[config.mk]
export PLATFORM = sky130hd
export DESIGN_NAME = ring_decoder
export DESIGN_NICKNAME = d
export VERILOG_FILES = /design/src/rtl/ring_decoder.sv
export SDC_FILE = /design/constraint.sdc
export NUM_CORES = 1
export LEC_CHECK = 0
export CORE_ASPECT_RATIO = 2
export CORE_MARGIN = 2
export CORE_UTILIZATION = 54
export DETAILED_ROUTE_END_ITERATION = 7
export GPL_TIMING_DRIVEN = 0
export PLACE_DENSITY = 0.83
export SKIP_LAST_GASP = 1
export SYNTH_ARGS = -nofsm -noshare
export SYNTH_HDL_FRONTEND = slang
export SYNTH_SLANG_ARGS = --single-unit
[constraint.sdc]
create_clock -name clk -period 3.05 [get_ports clk]
set_input_delay 0.4575 -clock clk [delete_from_list [all_inputs] [get_ports clk]]
set_output_delay 0.4575 -clock clk [all_outputs]
set_load 0.005 [all_outputs]
[src/rtl/ring_decoder.sv]
// rtl/ring_decoder.sv - one-hot ring code decoder, successor checker and lock monitor (option: RING_DECODER_BIDIR_EN)
module ring_decoder #(
  parameter int WIDTH    = 4,
  parameter int LOCK_CNT = 2,
  parameter int REV_W    = 8,
  parameter int ERR_W    = 8,
  parameter int IDX_W    = $clog2(WIDTH)
) (
  input  logic             clk,
  input  logic             init,
  input  logic [WIDTH-1:0] ring_in,
  input  logic             ring_valid,
  output logic [IDX_W-1:0] idx,
  output logic             idx_valid,
  output logic             illegal,
  output logic             locked,
  output logic             err,
  output logic             wrap,
  output logic [REV_W-1:0] rev_count,
`ifdef RING_DECODER_BIDIR_EN
  output logic             dir,
`endif
  output logic [ERR_W-1:0] err_count
);

  localparam int MW = $clog2(LOCK_CNT + 1);

  typedef enum logic [1:0] {HUNT, CHECK, LOCKED} state_t;

  state_t           state_q, state_d;
  // last legal sample; the expected code is derived from it by rotation
  logic [WIDTH-1:0] last_q, last_d;
  logic [MW-1:0]    match_q, match_d;
  logic             dir_q, dir_d;

  logic [IDX_W-1:0] idx_d;
  logic             idx_valid_d, illegal_d, err_d, wrap_d;
  logic [REV_W-1:0] rev_d;
  logic [ERR_W-1:0] errc_d;

  logic             legal;
  logic [IDX_W-1:0] pos;
  logic [WIDTH-1:0] rotl, rotr;
  logic             hit, hit_dir, wrap_bit;

  // decode the sample and decide whether it is the expected successor
  always_comb begin
    legal = (ring_in != '0) && ((ring_in & (ring_in - 1'b1)) == '0);
    pos   = '0;
    for (int i = 0; i < WIDTH; i++) begin
      if (ring_in[i]) pos = i[IDX_W-1:0];
    end
    rotl = {last_q[WIDTH-2:0], last_q[WIDTH-1]};
    rotr = {last_q[0], last_q[WIDTH-1:1]};
    hit     = 1'b0;
    hit_dir = dir_q;
`ifdef RING_DECODER_BIDIR_EN
    // first successor after a (re)seed picks the direction; left wins a tie
    if (state_q == CHECK && match_q == '0) begin
      if (ring_in == rotl) begin
        hit     = 1'b1;
        hit_dir = 1'b0;
      end else if (ring_in == rotr) begin
        hit     = 1'b1;
        hit_dir = 1'b1;
      end
    end else begin
      hit = (ring_in == (dir_q ? rotr : rotl));
    end
`else
    hit     = (ring_in == rotl);
    hit_dir = 1'b0;
`endif
    wrap_bit = hit_dir ? ring_in[WIDTH-1] : ring_in[0];
  end

  // next-state, next-output and counter update
  always_comb begin
    state_d     = state_q;
    last_d      = last_q;
    match_d     = match_q;
    dir_d       = dir_q;
    idx_d       = idx;
    idx_valid_d = 1'b0;
    illegal_d   = 1'b0;
    err_d       = 1'b0;
    wrap_d      = 1'b0;
    rev_d       = rev_count;
    errc_d      = err_count;
    if (ring_valid) begin
      if (!legal) begin
        illegal_d = 1'b1;
        err_d     = (state_q == LOCKED);
        state_d   = HUNT;
        match_d   = '0;
      end else begin
        idx_d       = pos;
        idx_valid_d = 1'b1;
        last_d      = ring_in;
        case (state_q)
          HUNT: begin
            state_d = CHECK;
            match_d = '0;
          end
          CHECK: begin
            if (hit) begin
              match_d = match_q + 1'b1;
              dir_d   = hit_dir;
              if (int'(match_q) + 1 >= LOCK_CNT) state_d = LOCKED;
            end else begin
              match_d = '0;
            end
          end
          LOCKED: begin
            if (hit) begin
              wrap_d = wrap_bit;
            end else begin
              err_d   = 1'b1;
              state_d = CHECK;
              match_d = '0;
            end
          end
          default: state_d = HUNT;
        endcase
      end
    end
    if (wrap_d) rev_d = rev_count + 1'b1;
    if (err_d && !(&err_count)) errc_d = err_count + 1'b1;
  end

  // registered state and outputs; init overrides everything
  always_ff @(posedge clk) begin
    if (init) begin
      state_q   <= HUNT;
      last_q    <= '0;
      match_q   <= '0;
      dir_q     <= 1'b0;
      idx       <= '0;
      idx_valid <= 1'b0;
      illegal   <= 1'b0;
      locked    <= 1'b0;
      err       <= 1'b0;
      wrap      <= 1'b0;
      rev_count <= '0;
      err_count <= '0;
    end else begin
      state_q   <= state_d;
      last_q    <= last_d;
      match_q   <= match_d;
      dir_q     <= dir_d;
      idx       <= idx_d;
      idx_valid <= idx_valid_d;
      illegal   <= illegal_d;
      locked    <= (state_d == LOCKED);
      err       <= err_d;
      wrap      <= wrap_d;
      rev_count <= rev_d;
      err_count <= errc_d;
    end
  end

`ifdef RING_DECODER_BIDIR_EN
  assign dir = dir_q;
`endif

endmodule

==> results.md <==
- Drt first-iter violations: 26
- Mapped Avg Cell Area: roughly 9.1 um^2
- Worst hold start: ring_in[3]
- Maxcap violations: 0
- Multi-input gate area: roughly 800 um^2
- Final non-filler cell total: 229
- Place WS: between 0.3 and 0.4 ns
- EDFF count, synth: 0
- I/O pin cnt: 30
- CP required: 3.26 ns
- Detailed Place HPWL: ~2.6 mm
- # DRC: 0
- Worst-Skew Late Latency: around 0.28 ns
- Crit share post-route: around four fifths
- Hold Path Class: primary input to flop
- Drt total wl: 3.32 mm
- DIE AREA: 3230 um^2
- Worst vdd ir: between 0.0003 and 0.0004 V
- # setup viols final: 0
- First-pass GRT wire length: roughly 5.5 mm
- Antenna cells: 0
- Filler cell count: 214
- Post-CTS setup-driven buffer insertion count: 0
- Reg area: ~620 um^2
- Max Root-Sink Buffers: 2
- Achievable frequency: roughly 0.41 GHz
- CP max FO: 10
- Worst clock skew: ~0.0056 ns
- Seq pwr share: between 50% and 60%
- Share of the synthesized area in the top cell type: around two fifths
- Status: completed
- Layout cells sized above 1: 10.0%
- DR WL/cell: 14.5 um
- Most used DFF post-synth: dfxtp_1
- Sink Count: 31
- Antenna-violating nets left: 0
- Post-Place Cells: 221
- Total GRT Usage: 24.5%
- Reg2reg start: last_q[3]
- Synth Cell Area: 1500 um^2
- First drt pass iteration count: 4
- Rows: 27
- Synth cell types: 39
- Root Driver: clkbuf_8
- Clock share of power: around two fifths
- RSZ-0062 raised after global routing: false
- Switching share of power: 24.4%
- Most frequent cells after synthesis: dfxtp_1 (31), nor2_1 (22), xnor2_1 (9), a21oi_1 (8), nand2_1 (8)
- Crit path DAT: between 2 and 3 ns
- Ys Warns: 0
- Die width: roughly 41 um
- TritonCTS Buffers: 5
- Asr flop ratio synth: 0%
- Initial Utilization: a little under three fifths
- Slew HR: between 60 and 70%
- Largest net degree at the start of global routing: 11
- H-Tree Depth: 2
- Clk slew on worst S/H paths: ~0.060 ns
- Layout area overhead: 26.1%
- Fin crit period: 2.46 ns
- Final instance area: about 1900 um^2
- Gate power share: between 8 and 9%
- Largest area contributor in the netlist: dfxtp_1
- Fin util: a little over two thirds
- Syn Inst Count: 165
- Chip Height: 78.4 um
- Crit. Startpoint: ring_in[1]
- Post-CTS sizing: 0
- Hold_buf cts: 0
- Via count: 1,336
- Final Hold Viols: 0
- Switch Pwr: 193 uW
- Ranking of synthesized cells by area: dfxtp_1 (42%), nor2_1 (5.5%), xnor2_1 (5.3%), xor2_1 (4.1%), nand4_1 (2.9%)
- Critical Path End Type: flop
- Clock tree from TritonCTS: built
- TNS Setup: 0 ns
- CP Class: primary input to flop
- Antenna violations before repair: 0
- Nets: between 200 and 250
- Core area: about 2700 um^2
- Leak: 0.000682 uW
- Via density per instance: just under 6
- Final Max Slew Viols: 0
- Syn Nets: approximately 180
- Global placement routability congestion: 0.849
- Area of placed instances: 1800 um^2
- Vias in the first global route: roughly 1,300
- PortBufs: 27
- Final WS setup: roughly 0.59 ns
- Measured slew at the worst slew-check pin: 0.527 ns
- Most frequent cell after synthesis: dfxtp_1
- Sequential area share after synthesis: between 40% and 50%
- P per Cell Area: roughly 420 nW/um^2
- Number of synthesized register bits: 31
- Pint: a little under 600 uW
- CP Launch Type: primary input
- Overflow after GRT: 0
final timing paths:
kind | slack, ns | cells after the start | endpoint
worst min-delay path | 0.47 | 3 | last_q[3]
worst min register to register | 0.49 | 2 | last_q[1]
worst max register to register | 1.09 | 6 | err_count[4]
worst max-delay path | 0.59 | 7 | locked
through the flow:
stage	total power, uW	hold WS (ns)
5_1_grt	823	0.474
4_1_cts	798	0.461
3_3_place_gp	489	0.461
6_report	790	0.466
3_5_place_dp	492	0.477
2_1_floorplan	467	0.449
layout by cell type, fill, tap and decap left out, types with 2 or more instances in the layout:
master,Yosys,routed
a21oi_2,2,2
and2_1,3,3
buf_6,2,2
clkdlybuf4s50_1,0,27
and3_1,4,4
dfxtp_1,31,31
xnor2_1,9,9
nor2_1,22,22
nand3_1,7,7
and4_1,2,2
inv_1,3,3
clkinv_2,0,3
nor3_1,5,5
o31ai_1,2,2
a211oi_1,2,2
o21ai_0,5,5
nand2b_1,2,2
mux2i_1,4,4
mux2_2,2,2
clkbuf_8,0,5
o211ai_1,2,2
ha_1,3,3
nand4_1,7,7
nand2_1,8,8
clkbuf_1,7,7
a21oi_1,8,8
xor2_1,7,7
nand3b_1,2,2
sequential cells by signal (all words and copies together) (netlist names), 2 cells and up:
name / flops
last_q: 4
state_q: 2
err_count: 8
idx: 2
rev_count: 8
match_q: 2
kinds of logic (layout without fill, tap and decap cells):
logic type	count (synthesis)	count (layout)	share of synthesized area, %
buf+inv	12	47	4.02
fa+ha+maj	3	3	2.51
xor+xnor	16	16	9.37
flops	31	31	41.5
mux	6	6	4.18
simple gates	71	71	26.1
compound gates	26	26	12.3
metal layers:
metal | global-route usage, % | part of all wire (%)
met1 | 22.4 | 36
met2 | 43.1 | 59
met4 | 11.6 | 1.9
met3 | 8.19 | 3.0
met5 | 0 | 0
final cells by class:
class | instances | area share [%]
clock inverters | 3 | 0.796
flip-flops and latches | 31 | 32.9
repair buffers | 27 | 14.3
plain buffers | 9 | 2.59
multi-input cells | 122 | 43.2
inverters | 3 | 0.597
clock buffers | 5 | 3.65
well taps | 29 | 1.92
power groups by stage:
stage | Sequential, uW | Clock (uW) | Combinational [uW]
2_1_floorplan | 424 | 0 | 42.8
3_3_place_gp | 424 | 0 | 65.4
3_5_place_dp | 424 | 0 | 68.1
4_1_cts | 415 | 314 | 68.2
5_1_grt | 416 | 334 | 73.8
6_report | 416 | 306 | 68.5
critical path, cell delays in order:
cell             delay [ns]
clkdlybuf4s50_1        0.55
or4b_1                 0.60
o311ai_2               0.15
buf_6                  0.20
nand4_2                0.13
or3b_4                 0.44
a21oi_2                0.14
(Power assumes the default switching activity.)
